==> src/rtl/sram_like_arbiter_pkg.sv <==
// Shared encodings and helpers for the sram-like bus arbiter.
// Imported by the arbiter, its ID FIFO and the bench.
package sram_like_arbiter_pkg;

    localparam logic [1:0] SIZE_BYTE = 2'd0;
    localparam logic [1:0] SIZE_HALF = 2'd1;
    localparam logic [1:0] SIZE_WORD = 2'd2;

    typedef enum logic {
        ST_ARB,
        ST_LOCK
    } arb_state_e;

    function automatic int id_width(input int n);
        return (n <= 1) ? 1 : $clog2(n);
    endfunction

endpackage

==> src/rtl/sram_like_arbiter_if.sv <==
// Sram-like bus bundle for N channels (req/addr_ok/data_ok).
// The master modport is the requester side, slave the responder side.
interface sram_like_arbiter_if #(
    parameter int N      = 1,
    parameter int ADDR_W = 32,
    parameter int DATA_W = 32
);
    logic [N-1:0]          req;
    logic [N-1:0]          wr;
    logic [2*N-1:0]        size;
    logic [N*DATA_W/8-1:0] wstrb;
    logic [N*ADDR_W-1:0]   addr;
    logic [N*DATA_W-1:0]   wdata;
    logic [N-1:0]          addr_ok;
    logic [N-1:0]          data_ok;
    logic [DATA_W-1:0]     rdata;

    modport master (
        output req, wr, size, wstrb, addr, wdata,
        input  addr_ok, data_ok, rdata
    );

    modport slave (
        input  req, wr, size, wstrb, addr, wdata,
        output addr_ok, data_ok, rdata
    );

endinterface

==> src/rtl/sram_like_arbiter_id_fifo.sv <==
// Synchronous FIFO holding the master ID of each accepted transaction.
// Push while full and pop while empty are ignored.
module sram_like_arbiter_id_fifo #(
    parameter int WIDTH = 1,
    parameter int DEPTH = 4,
    localparam int PW = $clog2(DEPTH),
    localparam int CW = PW + 1
) (
    input  logic             clk,
    input  logic             resetn,
    input  logic             push,
    input  logic             pop,
    input  logic [WIDTH-1:0] din,
    output logic [WIDTH-1:0] dout,
    output logic             full,
    output logic             empty,
    output logic [CW-1:0]    cnt
);

    logic [WIDTH-1:0] mem_q [DEPTH];
    logic [PW-1:0]    rd_ptr_q, rd_ptr_d;
    logic [PW-1:0]    wr_ptr_q, wr_ptr_d;
    logic [CW-1:0]    cnt_q, cnt_d;
    logic             do_push, do_pop;

    assign full    = (cnt_q == CW'(DEPTH));
    assign empty   = (cnt_q == '0);
    assign cnt     = cnt_q;
    assign dout    = mem_q[rd_ptr_q];
    assign do_push = push && !full;
    assign do_pop  = pop && !empty;

    always_comb begin
        rd_ptr_d = rd_ptr_q;
        wr_ptr_d = wr_ptr_q;
        cnt_d    = cnt_q;
        if (do_push) wr_ptr_d = wr_ptr_q + 1'b1;
        if (do_pop)  rd_ptr_d = rd_ptr_q + 1'b1;
        unique case ({do_push, do_pop})
            2'b10:   cnt_d = cnt_q + 1'b1;
            2'b01:   cnt_d = cnt_q - 1'b1;
            default: cnt_d = cnt_q;
        endcase
    end

    always_ff @(posedge clk) begin
        if (!resetn) begin
            rd_ptr_q <= '0;
            wr_ptr_q <= '0;
            cnt_q    <= '0;
        end else begin
            rd_ptr_q <= rd_ptr_d;
            wr_ptr_q <= wr_ptr_d;
            cnt_q    <= cnt_d;
        end
    end

    always_ff @(posedge clk) begin
        if (do_push) mem_q[wr_ptr_q] <= din;
    end

endmodule

==> src/rtl/sram_like_arbiter.sv <==
// N-master to 1-slave sram-like bus arbiter with in-order responses
// routed back to the issuing master through an ID FIFO.
module sram_like_arbiter
    import sram_like_arbiter_pkg::*;
#(
    parameter int NUM_MASTERS = 2,
    parameter int ADDR_W      = 32,
    parameter int DATA_W      = 32,
    parameter int MAX_OUTST   = 4,
    parameter int RR_MODE     = 1
) (
    input  logic clk,
    input  logic resetn,
    sram_like_arbiter_if.slave  m,
    sram_like_arbiter_if.master s,
    output logic err
);

    localparam int IDW = id_width(NUM_MASTERS);
    localparam int SW  = DATA_W / 8;
    localparam int CW  = $clog2(MAX_OUTST) + 1;

    arb_state_e       state_q, state_d;
    logic [IDW-1:0]   lock_id_q, lock_id_d;
    logic [IDW-1:0]   rr_ptr_q, rr_ptr_d;
    logic             err_q, err_d;

    logic [IDW-1:0]   arb_gnt, gnt, idx, head;
    logic             found;
    logic             s_req, hs, stall, pop;
    logic             fifo_full, fifo_empty;
    logic [CW-1:0]    fifo_cnt;

    logic             s_wr;
    logic [1:0]       s_size;
    logic [SW-1:0]    s_wstrb;
    logic [ADDR_W-1:0] s_addr;
    logic [DATA_W-1:0] s_wdata;
    logic [NUM_MASTERS-1:0] m_addr_ok, m_data_ok;

    // First requester at or after rr_ptr (RR) or lowest index (fixed)
    always_comb begin
        arb_gnt = '0;
        found   = 1'b0;
        idx     = '0;
        for (int i = 0; i < NUM_MASTERS; i++) begin
            if (RR_MODE != 0)
                idx = IDW'((int'(rr_ptr_q) + i) % NUM_MASTERS);
            else
                idx = IDW'(i);
            if (!found && m.req[idx]) begin
                found   = 1'b1;
                arb_gnt = idx;
            end
        end
    end

    assign gnt   = (state_q == ST_LOCK) ? lock_id_q : arb_gnt;
    assign s_req = ((state_q == ST_LOCK) || (|m.req)) && !fifo_full;
    assign hs    = s_req && s.addr_ok[0];
    assign stall = s_req && !s.addr_ok[0];
    assign pop   = s.data_ok[0] && (fifo_cnt != '0);

    always_comb begin
        s_wr      = 1'b0;
        s_size    = '0;
        s_wstrb   = '0;
        s_addr    = '0;
        s_wdata   = '0;
        m_addr_ok = '0;
        m_data_ok = '0;
        for (int i = 0; i < NUM_MASTERS; i++) begin
            if (gnt == IDW'(i)) begin
                s_wr    = m.wr[i];
                s_size  = m.size[i*2 +: 2];
                s_wstrb = m.wstrb[i*SW +: SW];
                s_addr  = m.addr[i*ADDR_W +: ADDR_W];
                s_wdata = m.wdata[i*DATA_W +: DATA_W];
                m_addr_ok[i] = hs;
            end
            m_data_ok[i] = pop && (head == IDW'(i));
        end
    end

    assign s.req     = s_req;
    assign s.wr      = s_wr;
    assign s.size    = s_size;
    assign s.wstrb   = s_wstrb;
    assign s.addr    = s_addr;
    assign s.wdata   = s_wdata;
    assign m.addr_ok = m_addr_ok;
    assign m.data_ok = m_data_ok;
    assign m.rdata   = s.rdata;
    assign err       = err_q;

    always_comb begin
        state_d   = state_q;
        lock_id_d = lock_id_q;
        rr_ptr_d  = rr_ptr_q;
        err_d     = err_q;
        unique case (1'b1)
            hs: begin
                state_d = ST_ARB;
                if (RR_MODE != 0)
                    rr_ptr_d = (gnt == IDW'(NUM_MASTERS - 1))
                             ? '0 : gnt + 1'b1;
            end
            stall: begin
                state_d   = ST_LOCK;
                lock_id_d = gnt;
            end
            default: ;
        endcase
        if (s.data_ok[0] && fifo_empty) err_d = 1'b1;
    end

    always_ff @(posedge clk) begin
        if (!resetn) begin
            state_q   <= ST_ARB;
            lock_id_q <= '0;
            rr_ptr_q  <= '0;
            err_q     <= 1'b0;
        end else begin
            state_q   <= state_d;
            lock_id_q <= lock_id_d;
            rr_ptr_q  <= rr_ptr_d;
            err_q     <= err_d;
        end
    end

    sram_like_arbiter_id_fifo #(
        .WIDTH (IDW),
        .DEPTH (MAX_OUTST)
    ) u_id_fifo (
        .clk    (clk),
        .resetn (resetn),
        .push   (hs),
        .pop    (pop),
        .din    (gnt),
        .dout   (head),
        .full   (fifo_full),
        .empty  (fifo_empty),
        .cnt    (fifo_cnt)
    );

endmodule

==> src/flat_wrapper.sv <==
// flat-port wrapper written by rule: the top's interface ports become plain ports
module sram_like_arbiter_flat import sram_like_arbiter_pkg::*;
#(
    parameter int NUM_MASTERS = 2,
    parameter int ADDR_W      = 32,
    parameter int DATA_W      = 32,
    parameter int MAX_OUTST   = 4,
    parameter int RR_MODE     = 1
)
  (clk, resetn, err, m_req, m_wr, m_size, m_wstrb, m_addr, m_wdata, m_addr_ok, m_data_ok, m_rdata, s_req, s_wr, s_size, s_wstrb, s_addr, s_wdata, s_addr_ok, s_data_ok, s_rdata);
  sram_like_arbiter_if #(.N(2), .ADDR_W(ADDR_W), .DATA_W(DATA_W)) m_i ();
  sram_like_arbiter_if #(.N(1), .ADDR_W(ADDR_W), .DATA_W(DATA_W)) s_i ();
  input  logic clk;
  input  logic resetn;
  output logic err;
  input wire logic [$bits(m_i.req)-1:0] m_req;
  input wire logic [$bits(m_i.wr)-1:0] m_wr;
  input wire logic [$bits(m_i.size)-1:0] m_size;
  input wire logic [$bits(m_i.wstrb)-1:0] m_wstrb;
  input wire logic [$bits(m_i.addr)-1:0] m_addr;
  input wire logic [$bits(m_i.wdata)-1:0] m_wdata;
  output wire logic [$bits(m_i.addr_ok)-1:0] m_addr_ok;
  output wire logic [$bits(m_i.data_ok)-1:0] m_data_ok;
  output wire logic [$bits(m_i.rdata)-1:0] m_rdata;
  output wire logic [$bits(s_i.req)-1:0] s_req;
  output wire logic [$bits(s_i.wr)-1:0] s_wr;
  output wire logic [$bits(s_i.size)-1:0] s_size;
  output wire logic [$bits(s_i.wstrb)-1:0] s_wstrb;
  output wire logic [$bits(s_i.addr)-1:0] s_addr;
  output wire logic [$bits(s_i.wdata)-1:0] s_wdata;
  input wire logic [$bits(s_i.addr_ok)-1:0] s_addr_ok;
  input wire logic [$bits(s_i.data_ok)-1:0] s_data_ok;
  input wire logic [$bits(s_i.rdata)-1:0] s_rdata;
  assign m_i.req = m_req;
  assign m_i.wr = m_wr;
  assign m_i.size = m_size;
  assign m_i.wstrb = m_wstrb;
  assign m_i.addr = m_addr;
  assign m_i.wdata = m_wdata;
  assign m_addr_ok = m_i.addr_ok;
  assign m_data_ok = m_i.data_ok;
  assign m_rdata = m_i.rdata;
  assign s_req = s_i.req;
  assign s_wr = s_i.wr;
  assign s_size = s_i.size;
  assign s_wstrb = s_i.wstrb;
  assign s_addr = s_i.addr;
  assign s_wdata = s_i.wdata;
  assign s_i.addr_ok = s_addr_ok;
  assign s_i.data_ok = s_data_ok;
  assign s_i.rdata = s_rdata;
  sram_like_arbiter #(.NUM_MASTERS(NUM_MASTERS), .ADDR_W(ADDR_W), .DATA_W(DATA_W), .MAX_OUTST(MAX_OUTST), .RR_MODE(RR_MODE)) u_core (.clk(clk), .resetn(resetn), .m(m_i), .s(s_i), .err(err));
endmodule
==> config.mk <==
export PLATFORM = sky130hd
export DESIGN_NAME = sram_like_arbiter_flat
export DESIGN_NICKNAME = d
export VERILOG_FILES = /design/src/rtl/sram_like_arbiter_pkg.sv /design/src/rtl/sram_like_arbiter_if.sv /design/src/rtl/sram_like_arbiter_id_fifo.sv /design/src/rtl/sram_like_arbiter.sv /design/src/flat_wrapper.sv
export SDC_FILE = /design/constraint.sdc
export NUM_CORES = 1
export LEC_CHECK = 0
export ABC_AREA = 1
export BUFFER_PORTS_ARGS = -buffer_cell sky130_fd_sc_hd__buf_2
export CAP_MARGIN = 20
export CORE_AREA = 2 2 112 114
export CTS_CLUSTER_SIZE = 14
export DETAILED_ROUTE_END_ITERATION = 8
export DIE_AREA = 0 0 114 116
export HOLD_SLACK_MARGIN = 0.15
export PLACE_DENSITY = 0.61
export SYNTH_ARGS = -nofsm -noshare
export SYNTH_HDL_FRONTEND = slang
export SYNTH_SLANG_ARGS = --single-unit
==> constraint.sdc <==
create_clock -name clk -period 1.77 [get_ports clk]
set_input_delay 0.2655 -clock clk [delete_from_list [all_inputs] [get_ports clk]]
set_output_delay 0.2655 -clock clk [all_outputs]
set_load 0.01 [all_outputs]
## Yosys cells after proc, flatten, opt, wreduce, memory -nomap -nowiden

Memories as Yosys holds them, arrays and structs flattened. A register that Yosys moved wholly into a read port is not among the register bits.
Cells that the tools add are included.

- Bits in registers: 11
- Memory bits (writable): 4
- Bits of input ports: 180
- Word-level logic and storage cells: 62
- Memories kept: 1

Memory list:

| memory | words | bits a word | read ports | clocked after Yosys merged registers in | write ports | line | RTL |
|---|---|---|---|---|---|---|---|
| u_core.u_id_fifo.mem_q | 4 | 1 | 1 | 1 | 1 | sram_like_arbiter_id_fifo.sv:20 | `logic [WIDTH-1:0] mem_q [DEPTH];` |

- Add/sub/neg operators: 6
- $lt $le $gt $ge: 2
- Eq/ne operators: 3
- Multiplexer cells: 22
- Bitwise logic cells: 1
- Reductions and logical operators: 20

Operators by type and width:

| kind | count |
|---|---|
| 32-bit 2-to-1 mux | 2 |
| 1-bit 2-to-1 mux | 14 |
| 1-bit logical AND | 10 |
| 2-bit 2-to-1 mux | 3 |
| 3-bit one-hot mux with 2 select lines | 1 |
| 2-bit by 1-bit adder with 2-bit output (second input constant) | 2 |
| 1-bit logical NOT | 4 |
| 1-bit by 2-bit less-than comparator with 1-bit output (second input constant) | 2 |
| 4-bit 2-to-1 mux | 1 |
| 2-bit nonzero test | 2 |
| 3-bit by 1-bit adder with 3-bit output (second input constant) | 1 |
| 3-bit == test (second input constant) | 1 |
| 3-bit logical NOT | 1 |
| 3-bit nonzero test | 1 |
| 3-bit by 1-bit subtractor with 3-bit output (second input constant) | 1 |
| 1-bit adder (second input constant) | 2 |
| 2-bit by 1-bit == test with 1-bit output (second input constant) | 1 |
| 2-bit == test (second input constant) | 1 |
| 1-bit one-hot mux with 2 select lines | 1 |
| 2-bit OR reduction | 1 |
| 1-bit logical OR | 1 |
| 1-bit NOT | 1 |

## Longest topological paths before layout

Gate-level depths: netlist (run 1).

- Depth in word-level cells: 9
- Depth in mapped cells: 12
- Mapped depth without buffers: 12

## Hierarchy

From an unflattened synthesis (run 1), not the netlist that was laid out.

- Cells, all modules: 382
- Area, all modules: 2048.2 um^2

By module, submodules not included:

| module | instances | cells an instance | area each (um^2) | sequential area each (um^2) |
|---|---|---|---|---|
| sram_like_arbiter | 1 | 302 | 1392.6 | 80.1 |
| sram_like_arbiter_id_fifo | 1 | 80 | 655.6 | 300.3 |

## Least setup slack after synthesis (run 1)

Ideal clock, no wire load.

- Path type: reg-to-reg
- From: register u_core.u_id_fifo.cnt_q[0] (netlist: u_core.u_id_fifo.cnt[0])
- To: register u_core.u_id_fifo.cnt_q[2] (netlist: u_core.u_id_fifo.cnt[2])
- Library setup time: 0.110 ns
- Arrival: 1.841 ns
- Required time: 1.660 ns
- Setup slack: -0.181 ns
- Stages on the path, launching flop included: 13
- Buffers on the path: 1
- Period minus slack after synthesis: 1.951 ns
- Cells stage by stage: dfxtp_1 > inv_1 > nand3_1 > nand3_1 > buf_6 > ha_1 > inv_1 > fa_1 > or2_2 > nand3_1 > nand2_1 > inv_1 > nor2_1

- Longest elaborated chain between the ends: 7
- Elaborated cells on any way between the ends: 16
- Classes of those cells: add/sub (2); eq/ne (3); mux (1); reduce/logical (10)

RTL lines:

| what | line | RTL |
|---|---|---|
| from (decl) | sram_like_arbiter_id_fifo.sv:23 | `logic [CW-1:0] cnt_q, cnt_d;` |
| from (signal assigned) | sram_like_arbiter_id_fifo.sv:54 | `cnt_q <= cnt_d;` |
| 3-bit == test | sram_like_arbiter_id_fifo.sv:26 | `assign full = (cnt_q == CW'(DEPTH));` |
| 1-bit logical NOT | sram_like_arbiter_id_fifo.sv:30, sram_like_arbiter.sv:59 |  |
| 1-bit logical AND | sram_like_arbiter.sv:59 | `assign s_req = ((state_q == ST_LOCK) \|\| (\|m.req)) && !fifo_full;` |
| 1-bit logical AND | sram_like_arbiter.sv:60 | `assign hs = s_req && s.addr_ok[0];` |
| 1-bit logical AND | sram_like_arbiter_id_fifo.sv:30 | `assign do_push = push && !full;` |
| 2-bit by 1-bit == test with 1-bit output or 2-bit == test (tied branches) | sram_like_arbiter_id_fifo.sv:39 | `unique case ({do_push, do_pop})` |
| 3-bit one-hot mux with 2 select lines or 2-bit nonzero test (tied branches) | - |  |

Several ways; a longest one is shown, not always the timed one.
A chain may end at the register's enable or synchronous reset.

## Worst setup path in the final report (run 1)

- From: register u_core.state_q
- To: register u_core.u_id_fifo.cnt_q[2] (netlist: u_core.u_id_fifo.cnt[2])

- Longest elaborated chain between the ends: 6
- Elaborated cells on any way between the ends: 8
- Classes of those cells: eq/ne (2); mux (1); reduce/logical (5)

RTL lines:

| what | line | RTL |
|---|---|---|
| from (decl) | sram_like_arbiter.sv:23 | `arb_state_e state_q, state_d;` |
| from (signal assigned) | sram_like_arbiter.sv:124 | `state_q <= state_d;` |
| 1-bit logical OR * | sram_like_arbiter.sv:59 |  |
| 1-bit logical AND * | sram_like_arbiter.sv:59 |  |
| 1-bit logical AND * | sram_like_arbiter.sv:60 |  |
| 1-bit logical AND * | sram_like_arbiter_id_fifo.sv:30 |  |
| 2-bit by 1-bit == test with 1-bit output or 2-bit == test (tied branches) | sram_like_arbiter_id_fifo.sv:39 |  |
| 3-bit one-hot mux with 2 select lines or 2-bit nonzero test (tied branches) | - |  |

Mark *: on every way between the ends. The rest lies on a longest branch, timed or not.

==> results of run 1 <==
area by class of cell:
type                            count  area share
Inverter                           26      0.0331
Timing Repair Buffer              242       0.404
Sequential cell                    17       0.114
Tap cell                          147      0.0540
Multi-Input combinational cell    285       0.372
Clock buffer                        3      0.0221
Clock inverter                      1     0.00147
report_power, final:
group          total, W  switching (W)  internal, W
combinational   0.00176       0.000985     0.000773
clock          0.000456       0.000153     0.000303
sequential     0.000559      0.0000621     0.000497
total           0.00277        0.00120      0.00157
worst max-delay path, stage by stage, from the launching register on:
cell	delay, ps
dfxtp_2	330
nor2_1	90
nand2_1	110
nand3_4	90
ha_4	130
inv_2	40
fa_2	380
or2_4	260
nand3_1	60
nand2_1	50
inv_1	40
nor2_1	30
synthesized netlist by cell type (all sizes together):
cell type | instances | area (um^2)
nand3 | 6 | 30.0
nand4 | 3 | 18.8
buf | 49 | 393
nand2 | 238 | 896
or2 | 1 | 6.26
dfxtp | 13 | 260
o21ai | 4 | 20.0
edfxtp | 4 | 120
inv | 26 | 97.6
fa | 1 | 20.0
o211ai | 1 | 7.51
nor2 | 19 | 71.3
ha | 5 | 62.6
a21oi | 7 | 35.0
layer usage:
metal  vias up  global-route usage
li1       1487                   -
met1      1187               0.141
met2       173               0.179
met3         9              0.0382
met4         0              0.0211
met5         -                   0
kinds of logic (layout without fill, tap and decap cells):
group | count (synthesis) | count (layout) | synth area share
flip-flops | 17 | 17 | 0.187
buffers and inverters | 75 | 272 | 0.241
AO/OA/AOI/OAI | 12 | 12 | 0.0307
adder cells (fa/ha/maj) | 6 | 6 | 0.0405
AND/OR/NAND/NOR | 267 | 267 | 0.502
worst max path at each step:
stage	endpoint	depth (start not counted)	slack, ps
global route	u_core.u_id_fifo.cnt[2]	11	-50
global placement	u_core.u_id_fifo.cnt[2]	12	40
finish	u_core.u_id_fifo.cnt[2]	11	40
CTS	s_wdata[0]	8	1
floorplan	u_core.u_id_fifo.cnt[2]	12	10
detailed placement	u_core.u_id_fifo.cnt[2]	12	-1
timing repair:
action	4_1_cts	5_1_grt
endpoints found under the setup margin	13	53
resized for setup	4	40
cloned	0	4
buffers inserted	0	4
pin swaps	0	4
through the flow:
step           utilization  hold WS, ps  worst slack, ps
6_report             0.286          318             39.9
5_1_grt              0.286          329            -52.4
4_1_cts              0.265          310             1.25
3_5_place_dp         0.257          449           -0.980
3_3_place_gp         0.257          445             43.5
2_1_floorplan            -          431             12.1
==> summary.txt, run 1 <==
Status
  • Status: completed

Cells and area
  • Fin cells: 721
  • Syn-to-layout area delta: 67.0%
  • Share of layout cells above drive strength 1: 0.484
  • Most common cell after layout, fill and taps aside: nand2_1
  • Fillers: 1323
  • Fin area: 0.00340 mm^2
  • Multi-input gate area: 0.00126 mm^2
  • Most frequent cells in the layout: nand2_1, buf_2, inv_1
  • FF+latch area: 387 um^2
  • Final net count: 761
  • N_diodes: 0

Placed design
  • Final HPWL from detailed placement: 7.27 mm
  • Placed cell area: 0.00307 mm^2
  • Buffers on Ports: 224
  • GPL Wtd Cong: 0.763
  • Dpl cells: 709

Setup path
  • Reg2reg start: u_core.state_q
  • Crit. End Element: flop
  • Worst setup path category: flop to flop
  • Path depth of the worst reg2reg path: 11
  • CP startpoint: u_core.state_q
  • Worst path required time: 1920 ps
  • R2r setup slk: 40 ps
  • Worst reg2reg path endpoint: u_core.u_id_fifo.cnt[2]
  • CP Max Fanout: 4
  • CP Data Arrival Time: 1880 ps
  • Startpoint types: flop

Routing
  • DRT antenna net count: 0
  • # DRC: 0
  • DR pass1 iterations: 4
  • Metal3 WL: 1.03 mm
  • Highest metal used: met4
  • Via Count: 2856
  • Met1 WL: 3.87 mm
  • 1st-iter DRT viols: 100
  • Routed vias/inst: 3.96
  • WL per Instance: 12.9 um
  • DR WL met2: 4.36 mm
  • WL final: 9.32 mm

Floorplan
  • Row cnt: 40
  • I/O pins: 289
  • Die footprint: 0.0132 mm^2
  • Starting Density: 0.171
  • Die width: 114 um
  • Die span in y: 116 um
  • Core region area: 0.0119 mm^2

STA
  • Pin slew with the least headroom to its limit: 219 ps
  • Fin crit share: 0.977
  • Worst Clk Skew: 1.29 ps
  • Final setup viols: 0
  • Max-slew violation count: 0
  • Fmax: 0.578 GHz
  • Unrepaired setup endpoints after global routing: true
  • Setup TNS: 0 ps
  • Slew HR: 0.852
  • Min Clock Period, post-route: 1730 ps
  • Final hold violation count: 0

Synth
  • Post-synthesis register bit count: 17
  • Syn avg cell area: 5.41 um^2
  • Synth unique cells: 18
  • Mapped cell area: 0.00204 mm^2
  • Seq/Total Area, Yosys: 0.187
  • Syn nets: 563
  • Mapped Cells: 377
  • Ys Warns: 0

Power
  • VDD IR-drop max: 0.735 mV
  • Pwr Total: 0.00277 W
  • Leak pwr: 2.13 nW
  • Power density cells: 815 mW/mm^2

GRT
  • First-pass GRT wire length: 11.5 mm
  • Largest net degree at the start of global routing: 44
  • Vias in the first global route: 2286
  • Overflow after GRT: 0
  • Initial antenna violation count: 0
  • Total GRT Usage: 0.110

Clock tree
  • Worst-Skew Late Latency: 250 ps
  • CTS Buf Count: 3
  • Clock transition at path regs: 50 ps
  • Max Root-Sink Buffers: 2
  • CTS tree: built
  • H-tree levels: 1
  • Root Buffer: clkbuf_16
  • Clock sinks: 17
  • Hold_buf cts: 0

Worst hold path
  • Hold wc startpoint: resetn
  • Hold endpoint: u_core.u_id_fifo.cnt[2]
  • HP Class: primary input to flop
  • Worst hold stages: 3

Flow run
  • Max cap viols: 0
Note: power is estimated with default switching activity, not from simulation.
==> run 2, diff against run 1 <==
Settings changed: CELL_PAD_IN_SITES_DETAIL_PLACEMENT from default to 2, CELL_PAD_IN_SITES_GLOBAL_PLACEMENT from default to 2, CORE_AREA 2 2 112 114 to default, CORE_UTILIZATION from default to 10, DIE_AREA 0 0 114 116 to default, PLACE_DENSITY 0.61 to 0.83.
==> run 2 against run 1 <==
Via count grew 8.5%. Utilization down 8.3 points. Combinational power grew 25%. The flow now finishes with violations (negative setup slack). Global-route usage fell by 0.33 points. Critical path depth shrank 1. Clock skew about the same. Critical endpoint is now s_wdata[4]. Sequential share of layout area decreased by 1.8 points. Register-to-register slack worse by 60 ps. Die area up 58%.
==> summary.txt, run 2 (synthesized netlist as in run 1, its figures left out) <==
Setup path
  • CP Data Arrival Time: 1580 ps
  • Worst setup path category: flop to output port
  • Path depth of the worst reg2reg path: 11
  • Worst reg2reg path endpoint: u_core.u_id_fifo.cnt[2]
  • Worst path required time: 1500 ps
  • Reg2reg start: u_core.state_q
  • CP Max Fanout: 8
  • R2r setup slk: -20 ps
  • Crit. End Element: output port
  • Startpoint types: flop

Power
  • Power density cells: 800 mW/mm^2
  • Comb power frac: 0.686
  • Switching share of power: 0.434
  • Int Pwr: 0.00181 W
  • Psw: 0.00139 W
  • Leak pwr: 2.29 nW
  • VDD IR-drop max: 0.422 mV
  • Clock network power share: 0.142
  • Sequential power share: 0.171
  • Pwr Total: 0.00320 W

Clock tree
  • Clock sinks: 17
  • Worst-Skew Late Latency: 250 ps
  • Root Buffer: clkbuf_16
  • Max Root-Sink Buffers: 2
  • CTS tree: built
  • H-tree levels: 1
  • Clock transition at path regs: 50 ps
  • CTS Buf Count: 3
  • Hold_buf cts: 0

GRT
  • Overflow after GRT: 0
  • Met3 Resource Use GR: 0.0165
  • Gr busiest metal: met2
  • M2 GR Usage: 0.211
  • Met1 Usage GRT: 0.116
  • Total GRT Usage: 0.106
  • Vias in the first global route: 3080
  • First-pass GRT wire length: 16.6 mm
  • Largest net degree at the start of global routing: 24
  • Initial antenna violation count: 1

Floorplan
  • Die footprint: 0.0210 mm^2
  • Die width: 145 um
  • Die span in y: 145 um
  • I/O pins: 289
  • Starting Density: 0.103
  • Core region area: 0.0197 mm^2
  • Row cnt: 51

Status
  • Failing checks: negative setup slack
  • Status: finished, violations left

Worst hold path
  • Hold wc startpoint: s_data_ok
  • HP Class: primary input to flop
  • Hold endpoint: u_core.err
  • Worst hold stages: 3

Cells and area
  • Post-layout util: 0.203
  • Most common cell after layout, fill and taps aside: buf_2
  • Final net count: 770
  • Most frequent cells in the layout: buf_2, nand2_1, nand2_2
  • Fillers: 2398
  • Syn-to-layout area delta: 96.1%
  • Share of layout cells above drive strength 1: 0.554

STA
  • Pin slew with the least headroom to its limit: 298 ps
  • Final setup viols: 73
  • Max-slew violation count: 0
  • Setup TNS: -2900 ps
  • Final hold violation count: 0
  • Worst Clk Skew: 0.906 ps
  • Fmax: 0.541 GHz
  • Fin crit share: 1.04
  • Final setup margin: -78.1 ps
  • Min Clock Period, post-route: 1850 ps
  • Unrepaired setup endpoints after global routing: true
  • Slew HR: 0.799

Routing
  • Routed vias/inst: 3.65
  • # DRC: 0
  • Via Count: 3099
  • DR pass1 iterations: 4
  • 1st-iter DRT viols: 78
  • WL per Instance: 14.7 um
  • WL final: 12.4 mm
  • DRT antenna net count: 0

Placed design
  • Pre-CTS WS: -102 ps
  • Buffers on Ports: 224
  • GPL Wtd Cong: 0.705
  • Final HPWL from detailed placement: 8.34 mm

Flow run
  • Max cap viols: 0
run 2: cell count changes in the layout (fill, tap and decap cells not counted), sizes merged:
cell | before | now
clkinv | 2 | 0
diode | 0 | 1
buf | 239 | 249
inv | 25 | 26
run 2: how the worst max path moves through the flow:
stage | start | endpoint | slack (ps)
global route | u_core.state_q | s_addr[23] | -140
CTS | u_core.state_q | s_wdata[6] | -90
global placement | m_req[0] | u_core.u_id_fifo.cnt[2] | -20
finish | u_core.state_q | s_wdata[4] | -80
floorplan | u_core.state_q | u_core.u_id_fifo.cnt[2] | 10
detailed placement | m_req[0] | u_core.u_id_fifo.cnt[2] | -100
run 2: cell type report:
cell class | instances | area, um^2 | share of cell area
Antenna cell | 1 | 2.50 | 0.000626
Clock buffer | 4 | 78.8 | 0.0197
Inverter | 26 | 114 | 0.0285
Multi-Input combinational cell | 285 | 1400 | 0.349
Sequential cell | 17 | 384 | 0.0961
Tap cell | 265 | 332 | 0.0829
Timing Repair Buffer | 251 | 1690 | 0.423
run 2: power by group through the flow:
stage          clock [W]  sequential [W]  combinational, W
6_report        0.000455        0.000548           0.00220
5_1_grt         0.000484        0.000560           0.00243
4_1_cts         0.000471        0.000548           0.00215
3_5_place_dp           0        0.000550           0.00163
3_3_place_gp           0        0.000544           0.00158
2_1_floorplan          0        0.000542          0.000985
run 2: repair_timing:
| item | in CTS | in global routing |
|---|---|---|
| cloned | 8 | 2 |
| pin swaps | 16 | 1 |
| buffers inserted | 8 | 0 |
| endpoints found under the setup margin | 73 | 73 |
| gates resized for setup | 75 | 38 |
run 2: layer usage:
metal,share of wire,vias up
met5,0,-
met4,0.011,0
met3,0.071,24
met2,0.53,136
met1,0.39,1430
li1,-,1509
run 2: per-stage QoR:
step           area, um^2  cells  hold slack [ps]
3_5_place_dp         3230    828              450
6_report             4000    849              327
3_3_place_gp         3230    828              454
4_1_cts              3870    848              326
5_1_grt              4000    849              349
2_1_floorplan        2050    377              431
run 2: worst max-delay path, cell delays in order (launching register included):
cell and delay (ps):
dfxtp_2 320, buf_6 120, nor2_4 90, nand2_2 70
nand2_4 90, buf_12 140, inv_16 60, buf_12 150
nand2_2 80, nand2_1 60, buf_2 140
